[src/rtl/tx_arbiter_pkg.sv]
// Shared types for the UART TX arbiter: FSM states, requester indices, GRANT codes.
// Latency: n/a (declarations only).
// Backpressure: n/a.
package tx_arbiter_pkg;

    typedef enum logic [1:0] {
        ST_IDLE      = 2'd0,
        ST_SEND      = 2'd1,
        ST_WAIT_BUSY = 2'd2,
        ST_WAIT_DONE = 2'd3
    } state_t;

    localparam logic REQ0_IDX = 1'b0;
    localparam logic REQ1_IDX = 1'b1;

    localparam logic [1:0] GRANT_NONE = 2'b00;
    localparam logic [1:0] GRANT_REQ0 = 2'b01;
    localparam logic [1:0] GRANT_REQ1 = 2'b10;

    // One-hot GRANT code for a requester index
    function automatic logic [1:0] grant_onehot(input logic idx);
        return (idx == REQ1_IDX) ? GRANT_REQ1 : GRANT_REQ0;
    endfunction

endpackage

[src/rtl/tx_arbiter_rr_arb2.sv]
// Two-way round-robin chooser: combinational pick from the VLDs, registered fairness pointer.
// Latency: grant is combinational; pointer moves on the edge after an upd_vld strobe.
// Backpressure: none; the caller decides when a pick is consumed and when to move the pointer.
module rr_arb2
    import tx_arbiter_pkg::*;
(
    input  logic clk,
    input  logic rst_n,
    input  logic req0_vld,
    input  logic req1_vld,
    input  logic upd_vld,
    input  logic upd_idx,
    output logic any_vld,
    output logic grant_idx
);

    // ptr_q holds the index favoured on a tie; reset favours REQ0
    logic ptr_q;
    logic ptr_d;

    // Pick the lone requester, or the favoured one when both are pending
    always_comb begin
        any_vld   = req0_vld | req1_vld;
        grant_idx = (req0_vld && req1_vld) ? ptr_q : req1_vld;
        ptr_d     = upd_vld ? ~upd_idx : ptr_q;
    end

    // After a frame ends (done or abort) favour the requester that was not served
    always_ff @(posedge clk or negedge rst_n) begin
        if (!rst_n) begin
            ptr_q <= REQ0_IDX;
        end else begin
            ptr_q <= ptr_d;
        end
    end

endmodule

[src/rtl/tx_arbiter.sv]
// Shares one UART transmitter between an 8-bit and a 16-bit (LSB first) requester.
// Latency: ACK one cycle after capture, first strobe one cycle after ACK when TX is idle.
// Backpressure: holds each byte until TX_BUSY is low; aborts the frame if TX never goes busy.
module tx_arbiter
    import tx_arbiter_pkg::*;
#(
    parameter int DATA_WIDTH   = 8,
    parameter int BUSY_TIMEOUT = 4
) (
    input  logic                    CLK,
    input  logic                    RST,
    input  logic                    REQ0_VLD,
    input  logic [DATA_WIDTH-1:0]   REQ0_DATA,
    output logic                    REQ0_ACK,
    input  logic                    REQ1_VLD,
    input  logic [2*DATA_WIDTH-1:0] REQ1_DATA,
    output logic                    REQ1_ACK,
    input  logic                    TX_BUSY,
    output logic [DATA_WIDTH-1:0]   TX_P_DATA,
    output logic                    TX_DATA_VALID,
    output logic [1:0]              GRANT,
    output logic                    ARB_BUSY,
    output logic                    TX_ERR
);

    localparam int               CNT_W     = $clog2(BUSY_TIMEOUT + 1);
    localparam logic [CNT_W-1:0] CNT_LIMIT = CNT_W'(BUSY_TIMEOUT);

    state_t                  state_q, state_d;
    logic [2*DATA_WIDTH-1:0] hold_q, hold_d;
    logic [1:0]              left_q, left_d;
    logic [CNT_W-1:0]        cnt_q, cnt_d;
    logic [CNT_W-1:0]        cnt_inc;
    logic [1:0]              grant_q, grant_d;
    logic                    gidx_q, gidx_d;
    logic                    ack0_q, ack0_d;
    logic                    ack1_q, ack1_d;
    logic [DATA_WIDTH-1:0]   txd_q, txd_d;
    logic                    txv_q, txv_d;
    logic                    err_q, err_d;
    logic                    any_vld;
    logic                    arb_idx;
    logic                    upd_vld;

    rr_arb2 u_rr (
        .clk       (CLK),
        .rst_n     (RST),
        .req0_vld  (REQ0_VLD),
        .req1_vld  (REQ1_VLD),
        .upd_vld   (upd_vld),
        .upd_idx   (gidx_q),
        .any_vld   (any_vld),
        .grant_idx (arb_idx)
    );

    assign cnt_inc = cnt_q + 1'b1;

    // Frame sequencer: capture in IDLE, one strobe per byte, wait for TX busy rise then fall
    always_comb begin
        state_d = state_q;
        hold_d  = hold_q;
        left_d  = left_q;
        cnt_d   = cnt_q;
        grant_d = grant_q;
        gidx_d  = gidx_q;
        txd_d   = txd_q;
        ack0_d  = 1'b0;
        ack1_d  = 1'b0;
        txv_d   = 1'b0;
        err_d   = 1'b0;
        upd_vld = 1'b0;
        case (state_q)
            ST_IDLE: begin
                // VLDs are only looked at here, so a held request is never captured twice
                if (any_vld) begin
                    gidx_d  = arb_idx;
                    hold_d  = (arb_idx == REQ1_IDX) ? REQ1_DATA
                                                    : {{DATA_WIDTH{1'b0}}, REQ0_DATA};
                    left_d  = (arb_idx == REQ1_IDX) ? 2'd2 : 2'd1;
                    grant_d = grant_onehot(arb_idx);
                    ack0_d  = (arb_idx == REQ0_IDX);
                    ack1_d  = (arb_idx == REQ1_IDX);
                    state_d = ST_SEND;
                end
            end
            ST_SEND: begin
                // A busy TX here still belongs to an earlier frame; wait it out
                if (!TX_BUSY) begin
                    txd_d   = hold_q[DATA_WIDTH-1:0];
                    txv_d   = 1'b1;
                    cnt_d   = '0;
                    state_d = ST_WAIT_BUSY;
                end
            end
            ST_WAIT_BUSY: begin
                if (TX_BUSY) begin
                    state_d = ST_WAIT_DONE;
                end else begin
                    cnt_d = cnt_inc;
                    if (cnt_inc == CNT_LIMIT) begin
                        err_d   = 1'b1;
                        left_d  = 2'd0;
                        grant_d = GRANT_NONE;
                        upd_vld = 1'b1;
                        state_d = ST_IDLE;
                    end
                end
            end
            ST_WAIT_DONE: begin
                if (!TX_BUSY) begin
                    left_d = left_q - 2'd1;
                    if (left_q != 2'd1) begin
                        hold_d  = hold_q >> DATA_WIDTH;
                        state_d = ST_SEND;
                    end else begin
                        grant_d = GRANT_NONE;
                        upd_vld = 1'b1;
                        state_d = ST_IDLE;
                    end
                end
            end
            default: state_d = ST_IDLE;
        endcase
    end

    // State, datapath and registered outputs; reset drops any partial frame
    always_ff @(posedge CLK or negedge RST) begin
        if (!RST) begin
            state_q <= ST_IDLE;
            hold_q  <= '0;
            left_q  <= '0;
            cnt_q   <= '0;
            grant_q <= GRANT_NONE;
            gidx_q  <= REQ0_IDX;
            ack0_q  <= 1'b0;
            ack1_q  <= 1'b0;
            txd_q   <= '0;
            txv_q   <= 1'b0;
            err_q   <= 1'b0;
        end else begin
            state_q <= state_d;
            hold_q  <= hold_d;
            left_q  <= left_d;
            cnt_q   <= cnt_d;
            grant_q <= grant_d;
            gidx_q  <= gidx_d;
            ack0_q  <= ack0_d;
            ack1_q  <= ack1_d;
            txd_q   <= txd_d;
            txv_q   <= txv_d;
            err_q   <= err_d;
        end
    end

    assign REQ0_ACK      = ack0_q;
    assign REQ1_ACK      = ack1_q;
    assign TX_P_DATA     = txd_q;
    assign TX_DATA_VALID = txv_q;
    assign GRANT         = grant_q;
    assign ARB_BUSY      = (state_q != ST_IDLE);
    assign TX_ERR        = err_q;

endmodule
[config.mk]
export PLATFORM = sky130hd
export DESIGN_NAME = tx_arbiter
export DESIGN_NICKNAME = d
export VERILOG_FILES = /design/src/rtl/tx_arbiter_pkg.sv /design/src/rtl/tx_arbiter_rr_arb2.sv /design/src/rtl/tx_arbiter.sv
export SDC_FILE = /design/constraint.sdc
export NUM_CORES = 1
export LEC_CHECK = 0
export ABC_AREA = 1
export CAP_MARGIN = 5
export CORE_MARGIN = 4
export CORE_UTILIZATION = 45
export CTS_CLUSTER_SIZE = 40
export DETAILED_ROUTE_END_ITERATION = 12
export HOLD_SLACK_MARGIN = 0.1
export PLACE_DENSITY = 0.72
export REMOVE_ABC_BUFFERS = 1
export SLEW_MARGIN = 15
export SYNTH_ARGS = -nofsm -noshare
export SYNTH_HDL_FRONTEND = slang
export SYNTH_SLANG_ARGS = --single-unit
[constraint.sdc]
create_clock -name CLK -period 2.75 [get_ports CLK]
set_input_delay 0.55 -clock CLK [delete_from_list [all_inputs] [get_ports CLK]]
set_output_delay 0.55 -clock CLK [all_outputs]
set_load 0.1 [all_outputs]
==> report_table.html, run 1 <==
<table>
<tr><th>Metric</th><th>Value</th></tr>
<tr><th colspan="2">Finish</th></tr>
<tr><td>Share of post-route cells with drive strength above 1</td><td>0.206</td></tr>
<tr><td>Layout-stage area growth over the synthesis result</td><td>25.2%</td></tr>
<tr><td>Fin area</td><td>2500 um2</td></tr>
<tr><td>Utilization after layout</td><td>0.604</td></tr>
<tr><td>Number of non-filler instances in the completed layout</td><td>331</td></tr>
<tr><td>Number of antenna cells inserted</td><td>0</td></tr>
<tr><td>Filler Cell Count</td><td>382</td></tr>
<tr><td>Layout Nets</td><td>312</td></tr>
<tr><th colspan="2">Die</th></tr>
<tr><td>Initial standard-cell utilization of the core</td><td>0.482</td></tr>
<tr><td>Floorplan die area</td><td>5570 um2</td></tr>
<tr><td>Number of placement rows</td><td>23</td></tr>
<tr><td>Total I/O pin count</td><td>44</td></tr>
<tr><td>Area of the core</td><td>4140 um2</td></tr>
<tr><td>Die height</td><td>74.6 um</td></tr>
<tr><td>Horizontal die dimension</td><td>74.6 um</td></tr>
<tr><th colspan="2">Synthesis</th></tr>
<tr><td>Simple-gate share of the synthesized area</td><td>0.348</td></tr>
<tr><td>Main area contributors after synthesis</td><td>sky130_fd_sc_hd__dfrtp_1 49%, sky130_fd_sc_hd__nand2_1 17%, sky130_fd_sc_hd__nand3_2 6.0%, sky130_fd_sc_hd__nand3_1 4.5%, sky130_fd_sc_hd__inv_1 3.6%</td></tr>
<tr><td>Largest family of logic cells by synthesized area</td><td>simple AND/OR/NAND/NOR gates</td></tr>
<tr><td>Primary flip-flop cell chosen by synthesis mapping</td><td>sky130_fd_sc_hd__dfrtp_1</td></tr>
<tr><td>Fraction of synthesized cell area in xor and xnor cells</td><td>0</td></tr>
<tr><td>Share of the synthesized area in compound gates (AO/OA/AOI/OAI)</td><td>0.0589</td></tr>
<tr><td>Total of warnings raised by yosys</td><td>0</td></tr>
<tr><td>Cell area after synthesis</td><td>2000 um2</td></tr>
<tr><td>Ys async rst share</td><td>1.00</td></tr>
<tr><td>Seq/Total Area, Yosys</td><td>0.488</td></tr>
<tr><td>Largest area contributor in the netlist</td><td>sky130_fd_sc_hd__dfrtp_1</td></tr>
<tr><td>Mean post-synth cell area</td><td>8.47 um2</td></tr>
<tr><td>Number of distinct library cells after synthesis</td><td>28</td></tr>
<tr><td>Flip-flop and latch count after synthesis</td><td>39</td></tr>
<tr><td>Post-synth EDFFs</td><td>0</td></tr>
<tr><td>Dominant cell by count in the synthesized netlist</td><td>sky130_fd_sc_hd__nand2_1</td></tr>
<tr><td>Fraction of synthesized cell area taken by the top area cell type</td><td>0.488</td></tr>
<tr><td>Instance count of the mapped netlist</td><td>236</td></tr>
<tr><td>Share of cell area taken by muxes after synthesis</td><td>0</td></tr>
<tr><td>Share of synthesized cell area in full adder, half adder and majority cells</td><td>0.0188</td></tr>
<tr><td>Synth cell count leaders</td><td>92 x sky130_fd_sc_hd__nand2_1, 39 x sky130_fd_sc_hd__dfrtp_1, 19 x sky130_fd_sc_hd__inv_1</td></tr>
<tr><th colspan="2">Run status</th></tr>
<tr><td>Result of the run</td><td>finished clean</td></tr>
<tr><th colspan="2">Setup path</th></tr>
<tr><td>Slowest cell on crit path</td><td>sky130_fd_sc_hd__clkdlybuf4s50_1</td></tr>
<tr><td>Max Fanout on Critical Path</td><td>25</td></tr>
<tr><td>Data arrival time of the critical path</td><td>2080 ps</td></tr>
<tr><td>Beginning of the worst register-to-register path</td><td>state_q[1]</td></tr>
<tr><td>CP Data Required Time</td><td>2930 ps</td></tr>
<tr><td>Worst path cell trace</td><td>clkdlybuf4s50_1 &gt; nand3_1 &gt; nand2_2 &gt; nor2_8 &gt; inv_2 &gt; nand2_1 &gt; nand2_1</td></tr>
<tr><td>Cell mode on critical path</td><td>sky130_fd_sc_hd__nand2_1</td></tr>
<tr><td>Type of destination of the critical path</td><td>flop</td></tr>
<tr><td>Slack of the worst reg-to-reg path</td><td>930 ps</td></tr>
<tr><td>Kind of critical path</td><td>in2reg</td></tr>
<tr><td>Startpoint class of the critical path</td><td>input port</td></tr>
<tr><td>R2R cell count</td><td>7</td></tr>
<tr><td>Longest individual stage delay on the worst path</td><td>560 ps</td></tr>
<tr><td>Capturing point of the worst reg2reg path</td><td>hold_q[5]</td></tr>
<tr><th colspan="2">STA</th></tr>
<tr><td>Slew at the pin closest to its max-slew limit</td><td>858 ps</td></tr>
<tr><td>Final hold vios</td><td>0</td></tr>
<tr><td>Final setup viols</td><td>0</td></tr>
<tr><td>Setup repair after global routing missed its margin</td><td>false</td></tr>
<tr><td>Post-layout minimum cycle time</td><td>1900 ps</td></tr>
<tr><td>Highest attainable clock frequency</td><td>527 MHz</td></tr>
<tr><td>Total negative setup slack</td><td>0 ps</td></tr>
<tr><td>Final critical-path share of the clock period</td><td>0.690</td></tr>
<tr><td>Total count of max-transition violations in the final report</td><td>0</td></tr>
<tr><td>Slew margin rel.</td><td>0.428</td></tr>
<tr><td>Worst clock skew on the final layout</td><td>3.39 ps</td></tr>
<tr><th colspan="2">Drt</th></tr>
<tr><td>Via-to-Cell Ratio</td><td>4.75</td></tr>
<tr><td>Antenna-violating nets left</td><td>0</td></tr>
<tr><td>Total wirelength of the detailed-routed design</td><td>3970 um</td></tr>
<tr><td>Vias after detailed routing</td><td>1571</td></tr>
<tr><td>Length of the first detailed-routing pass in iterations</td><td>4</td></tr>
<tr><td>WL per Instance</td><td>12.0 um</td></tr>
<tr><td>DRC marker count from the first detailed-route iteration</td><td>94</td></tr>
<tr><td>Post-route DRC violation count</td><td>0</td></tr>
<tr><th colspan="2">Place</th></tr>
<tr><td>Count of buffers inserted at the top-level ports</td><td>43</td></tr>
<tr><td>Detailed placement HPWL</td><td>2950 um</td></tr>
<tr><td>Final weighted congestion in routability-driven placement</td><td>0.797</td></tr>
<tr><td>Cell area after placement</td><td>2380 um2</td></tr>
<tr><td>Placed cells</td><td>323</td></tr>
<tr><th colspan="2">CTS</th></tr>
<tr><td>Number of H-tree levels</td><td>2</td></tr>
<tr><td>Clock latency at the later pin of the worst-skew pair</td><td>290 ps</td></tr>
<tr><td>Number of CTS-inserted buffers</td><td>5</td></tr>
<tr><td>Hold buffer count at cts</td><td>0</td></tr>
<tr><td>Clock root buffer</td><td>sky130_fd_sc_hd__clkbuf_8</td></tr>
<tr><td>Clock tree from TritonCTS</td><td>done</td></tr>
<tr><td>Buffers inserted during post-CTS setup optimization</td><td>0</td></tr>
<tr><td>Buffers from clock root to sink, at most</td><td>2</td></tr>
<tr><td>Sink count of the clock tree</td><td>39</td></tr>
<tr><td>Register clock-pin slew on the reported worst setup and hold paths</td><td>70 ps</td></tr>
<tr><td>Number of resized instances in the post-cts repair step</td><td>0</td></tr>
<tr><th colspan="2">Global route</th></tr>
<tr><td>GR Overflow Total</td><td>0</td></tr>
<tr><td>Number of antenna violations at the first check in global routing</td><td>0</td></tr>
<tr><td>Total routing usage reported by global routing</td><td>0.165</td></tr>
<tr><td>Largest net degree at the start of global routing</td><td>40</td></tr>
<tr><td>First-pass GRT wire length</td><td>6890 um</td></tr>
<tr><td>Vias in the first global route</td><td>1534</td></tr>
<tr><th colspan="2">Power</th></tr>
<tr><td>Power density over the cells</td><td>1300 nW/um2</td></tr>
<tr><td>Leakage Power</td><td>0.00128 uW</td></tr>
<tr><td>Total power</td><td>3260 uW</td></tr>
<tr><td>Peak supply drop</td><td>430 uV</td></tr>
<tr><th colspan="2">Run</th></tr>
<tr><td>Max-capacitance violation count</td><td>0</td></tr>
<tr><th colspan="2">Worst hold path</th></tr>
<tr><td>Class of the tightest hold or removal check</td><td>in2async</td></tr>
</table>
-- worst max-delay path by stage --
| stage | from | end | slack, ps | cells after the start |
|---|---|---|---|---|
| after global routing | TX_BUSY | hold_q[1] | 660 | 7 |
| after global placement | TX_BUSY | hold_q[7] | 590 | 7 |
| after CTS | TX_BUSY | hold_q[2] | 850 | 7 |
| after detailed placement | TX_BUSY | hold_q[2] | 550 | 7 |
| final | TX_BUSY | hold_q[5] | 850 | 7 |
| after floorplan | state_q[1] | hold_q[0] | 1210 | 7 |
-- report_power, final --
| group | total, uW | internal, uW | switching (uW) |
|---|---|---|---|
| clock | 490 | 294 | 196 |
| sequential | 966 | 824 | 142 |
| combinational | 1810 | 480 | 1330 |
| total | 3260 | 1600 | 1670 |
-- layout by cell type (no fill, tap or decap), drive strengths merged --
cell type	n
dfrtp	39
clkinv	1
inv	26
bufinv	1
nor3	1
o21a	1
o21ai	14
a31oi	1
clkdlybuf4s50	27
nand3	30
and2	1
a21boi	1
nand2	95
nor2	14
nand3b	1
a21oi	1
ha	3
clkbuf	6
buf	17
o22ai	1
-- per-stage QoR --
step	hold slack, ps	setup WS (ps)
2_1_floorplan	254	1210
3_3_place_gp	457	586
3_5_place_dp	463	554
4_1_cts	405	850
5_1_grt	444	657
6_report	371	852
-- worst max-delay path: cells and delay by family --
kind,cells,cell delay (ps)
AND/OR/NAND/NOR,5,820
buffers and inverters,2,710
-- cell families (layout without fill, tap and decap cells) --
logic type / count (synthesis) / in the layout
AO/OA/AOI/OAI: 19 / 19
adder cells (fa/ha/maj): 3 / 3
buffers and inverters: 33 / 78
flip-flops: 39 / 39
AND/OR/NAND/NOR: 142 / 142
-- state kept, by name, summed over array words and instances, names as in the netlist --
name           cells
REQ1_ACK           1
TX_ERR             1
REQ0_ACK           1
GRANT              2
left_q             2
TX_DATA_VALID      1
gidx_q             1
state_q            2
cnt_q              3
hold_q            16
u_rr.ptr_q         1
TX_P_DATA          8
-- layer usage --
| metal | global-route usage | part of all wire |
|---|---|---|
| met1 | 0.234 | 0.50 |
| met5 | 0 | 0 |
| met2 | 0.245 | 0.44 |
| met4 | 0.0652 | 0.015 |
| met3 | 0.0387 | 0.049 |
-- layout make-up --
| class | count | area (um2) | share of cell area |
|---|---|---|---|
| tap | 50 | 62.6 | 0.0250 |
| inverter | 26 | 100 | 0.0400 |
| multi-input combinational | 164 | 850 | 0.340 |
| sequential | 39 | 976 | 0.390 |
| clock buffer | 6 | 82.6 | 0.0330 |
| timing repair buffer | 44 | 395 | 0.158 |
| clock inverter | 2 | 35.0 | 0.0140 |
Note: power is estimated with default switching activity, not from simulation.
==> run 2: changes to the inputs <==
Clock period 2.75 ns to 1.75 ns, I/O delays scaled along.
==> report_table.html, run 2 (synthesized netlist as in run 1, its figures left out) <==
<table>
<tr><th>Metric</th><th>Value</th></tr>
<tr><th colspan="2">Worst hold path</th></tr>
<tr><td>Min-delay src</td><td>hold_q[4]</td></tr>
<tr><td>Class of the tightest hold or removal check</td><td>reg2reg</td></tr>
<tr><th colspan="2">Setup path</th></tr>
<tr><td>Type of destination of the critical path</td><td>output port</td></tr>
<tr><td>CP Data Required Time</td><td>1400 ps</td></tr>
<tr><td>Longest individual stage delay on the worst path</td><td>490 ps</td></tr>
<tr><td>Data arrival time of the critical path</td><td>1240 ps</td></tr>
<tr><td>Count of buffering cells on the critical path with inverters included</td><td>2</td></tr>
<tr><td>Top delay family on crit path</td><td>flip-flops</td></tr>
<tr><td>CP startpoint</td><td>state_q[1]</td></tr>
<tr><td>Beginning of the worst register-to-register path</td><td>left_q[0]</td></tr>
<tr><td>Max Fanout on Critical Path</td><td>8</td></tr>
<tr><td>Slowest cell on crit path</td><td>sky130_fd_sc_hd__dfrtp_1</td></tr>
<tr><td>Startpoint class of the critical path</td><td>flop</td></tr>
<tr><td>Kind of critical path</td><td>reg2out</td></tr>
<tr><td>Worst path cell trace</td><td>nor2_4 &gt; inv_2 &gt; buf_12</td></tr>
<tr><th colspan="2">Run status</th></tr>
<tr><td>Result of the run</td><td>finished clean</td></tr>
<tr><th colspan="2">Power</th></tr>
<tr><td>Power density over the cells</td><td>2020 nW/um2</td></tr>
<tr><td>Leakage Power</td><td>0.00138 uW</td></tr>
<tr><td>Peak supply drop</td><td>1000 uV</td></tr>
<tr><th colspan="2">Global route</th></tr>
<tr><td>Vias in the first global route</td><td>1571</td></tr>
<tr><td>Total routing usage reported by global routing</td><td>0.161</td></tr>
<tr><td>Number of antenna violations at the first check in global routing</td><td>0</td></tr>
<tr><td>First-pass GRT wire length</td><td>6910 um</td></tr>
<tr><td>Largest net degree at the start of global routing</td><td>40</td></tr>
<tr><td>GR Overflow Total</td><td>0</td></tr>
<tr><th colspan="2">Finish</th></tr>
<tr><td>Most frequent standard cell in the layout excluding fill and tap cells</td><td>sky130_fd_sc_hd__nand2_1</td></tr>
<tr><td>Share of post-route cells with drive strength above 1</td><td>0.230</td></tr>
<tr><td>Filler Cell Count</td><td>362</td></tr>
<tr><td>Flip-flop count of the largest register after layout</td><td>16</td></tr>
<tr><td>Layout Nets</td><td>322</td></tr>
<tr><td>Commonest non-fill, non-tap cells in the layout</td><td>92 x sky130_fd_sc_hd__nand2_1, 39 x sky130_fd_sc_hd__dfrtp_1, 27 x sky130_fd_sc_hd__clkdlybuf4s50_1, 19 x sky130_fd_sc_hd__inv_1, 18 x sky130_fd_sc_hd__nand3_1</td></tr>
<tr><td>Layout-stage area growth over the synthesis result</td><td>39.0%</td></tr>
<tr><td>Number of antenna cells inserted</td><td>0</td></tr>
<tr><td>Fin area</td><td>2780 um2</td></tr>
<tr><td>Most flop-heavy register</td><td>hold_q</td></tr>
<tr><th colspan="2">Die</th></tr>
<tr><td>Floorplan die area</td><td>5570 um2</td></tr>
<tr><td>Total I/O pin count</td><td>44</td></tr>
<tr><td>Area of the core</td><td>4140 um2</td></tr>
<tr><td>Number of placement rows</td><td>23</td></tr>
<tr><td>Die height</td><td>74.6 um</td></tr>
<tr><td>Initial standard-cell utilization of the core</td><td>0.482</td></tr>
<tr><td>Horizontal die dimension</td><td>74.6 um</td></tr>
<tr><th colspan="2">CTS</th></tr>
<tr><td>Buffers inserted during post-CTS setup optimization</td><td>0</td></tr>
<tr><td>Number of CTS-inserted buffers</td><td>5</td></tr>
<tr><td>Number of H-tree levels</td><td>2</td></tr>
<tr><td>Register clock-pin slew on the reported worst setup and hold paths</td><td>80 ps</td></tr>
<tr><td>Sink count of the clock tree</td><td>39</td></tr>
<tr><td>Clock tree from TritonCTS</td><td>done</td></tr>
<tr><td>Buffers from clock root to sink, at most</td><td>2</td></tr>
<tr><td>Clock root buffer</td><td>sky130_fd_sc_hd__clkbuf_8</td></tr>
<tr><td>Number of resized instances in the post-cts repair step</td><td>0</td></tr>
<tr><td>Clock latency at the later pin of the worst-skew pair</td><td>280 ps</td></tr>
<tr><th colspan="2">STA</th></tr>
<tr><td>Slew margin rel.</td><td>0.723</td></tr>
<tr><td>Final setup viols</td><td>0</td></tr>
<tr><td>Total count of max-transition violations in the final report</td><td>0</td></tr>
<tr><td>Final critical-path share of the clock period</td><td>0.908</td></tr>
<tr><td>Post-layout minimum cycle time</td><td>1590 ps</td></tr>
<tr><td>Final hold slack</td><td>483 ps</td></tr>
<tr><td>Setup repair after global routing missed its margin</td><td>false</td></tr>
<tr><td>Worst clock skew on the final layout</td><td>6.04 ps</td></tr>
<tr><td>Total negative setup slack</td><td>0 ps</td></tr>
<tr><td>Highest attainable clock frequency</td><td>629 MHz</td></tr>
<tr><td>Slew at the pin closest to its max-slew limit</td><td>415 ps</td></tr>
<tr><td>Final hold vios</td><td>0</td></tr>
<tr><th colspan="2">Drt</th></tr>
<tr><td>Total wirelength of the detailed-routed design</td><td>4080 um</td></tr>
<tr><td>DRC marker count from the first detailed-route iteration</td><td>65</td></tr>
<tr><td>Length of the first detailed-routing pass in iterations</td><td>4</td></tr>
<tr><td>Antenna-violating nets left</td><td>0</td></tr>
<tr><td>Post-route DRC violation count</td><td>0</td></tr>
<tr><td>Vias after detailed routing</td><td>1663</td></tr>
<tr><td>Via-to-Cell Ratio</td><td>4.88</td></tr>
<tr><td>WL per Instance</td><td>12.0 um</td></tr>
<tr><th colspan="2">Place</th></tr>
<tr><td>Detailed placement HPWL</td><td>3020 um</td></tr>
<tr><td>Cell area after placement</td><td>2640 um2</td></tr>
<tr><td>Count of buffers inserted at the top-level ports</td><td>43</td></tr>
<tr><td>Final weighted congestion in routability-driven placement</td><td>0.805</td></tr>
<tr><th colspan="2">Run</th></tr>
<tr><td>Max-capacitance violation count</td><td>0</td></tr>
</table>
-- run 2: changes by cell type in the layout (fill, tap and decap cells not counted), sizes merged --
cell and delta:
clkinv +1, buf +8, clkbuf -1, dlygate4sd3 +1, nor2 +1
-- run 2: area by class of cell --
cell class                      count  area (um2)  share of cell area
Clock buffer                        5        68.8              0.0248
Clock inverter                      3        43.8              0.0158
Inverter                           26         100              0.0360
Multi-Input combinational cell    165         861               0.310
Sequential cell                    39         976               0.351
Tap cell                           50        62.6              0.0225
Timing Repair Buffer               53         666               0.240
-- run 2: final timing paths --
check | endpoint | slack, ps | cells after the start
hold reg to reg | TX_P_DATA[4] | 480 | 2
setup / recovery | ARB_BUSY | 160 | 3
max in group asynchronous | left_q[1] | 1000 | 3
min in group asynchronous | hold_q[3] | 560 | 3
setup reg to reg | hold_q[7] | 220 | 7
hold / removal | TX_P_DATA[4] | 480 | 2
-- run 2: stage by stage --
stage	std cells	worst slack, ps	power [uW]	util
detailed placement	331	-125	4830	0.638
CTS	340	99.8	5580	0.668
floorplan	229	213	3760	-
global placement	331	-88.0	4770	0.638
global route	341	73.2	6000	0.670
finish	341	161	5610	0.670
-- run 2: tightest hold or removal path: cells and delay by family, from the launching register on --
family | cells | cell delay, ps
simple gates | 2 | 100
flops | 1 | 350
-- run 2: what timing repair did --
item / in CTS / in global routing
endpoints found under the hold margin: 39 / 0
setup endpoints to repair: 0 / 8
hold buffers: 1 / 0
-- run 2: report_power, final --
part	switching, uW	internal [uW]	total [uW]
Sequential	282	1300	1580
Combinational	2160	1140	3300
Clock	314	424	738
-- run 2: metal layers --
metal,up-vias,share of wire,track usage
li1,854,-,-
met1,757,0.47,0.225
met2,50,0.48,0.260
met3,2,0.047,0.0240
met4,0,0.0088,0.0534
met5,-,0,0
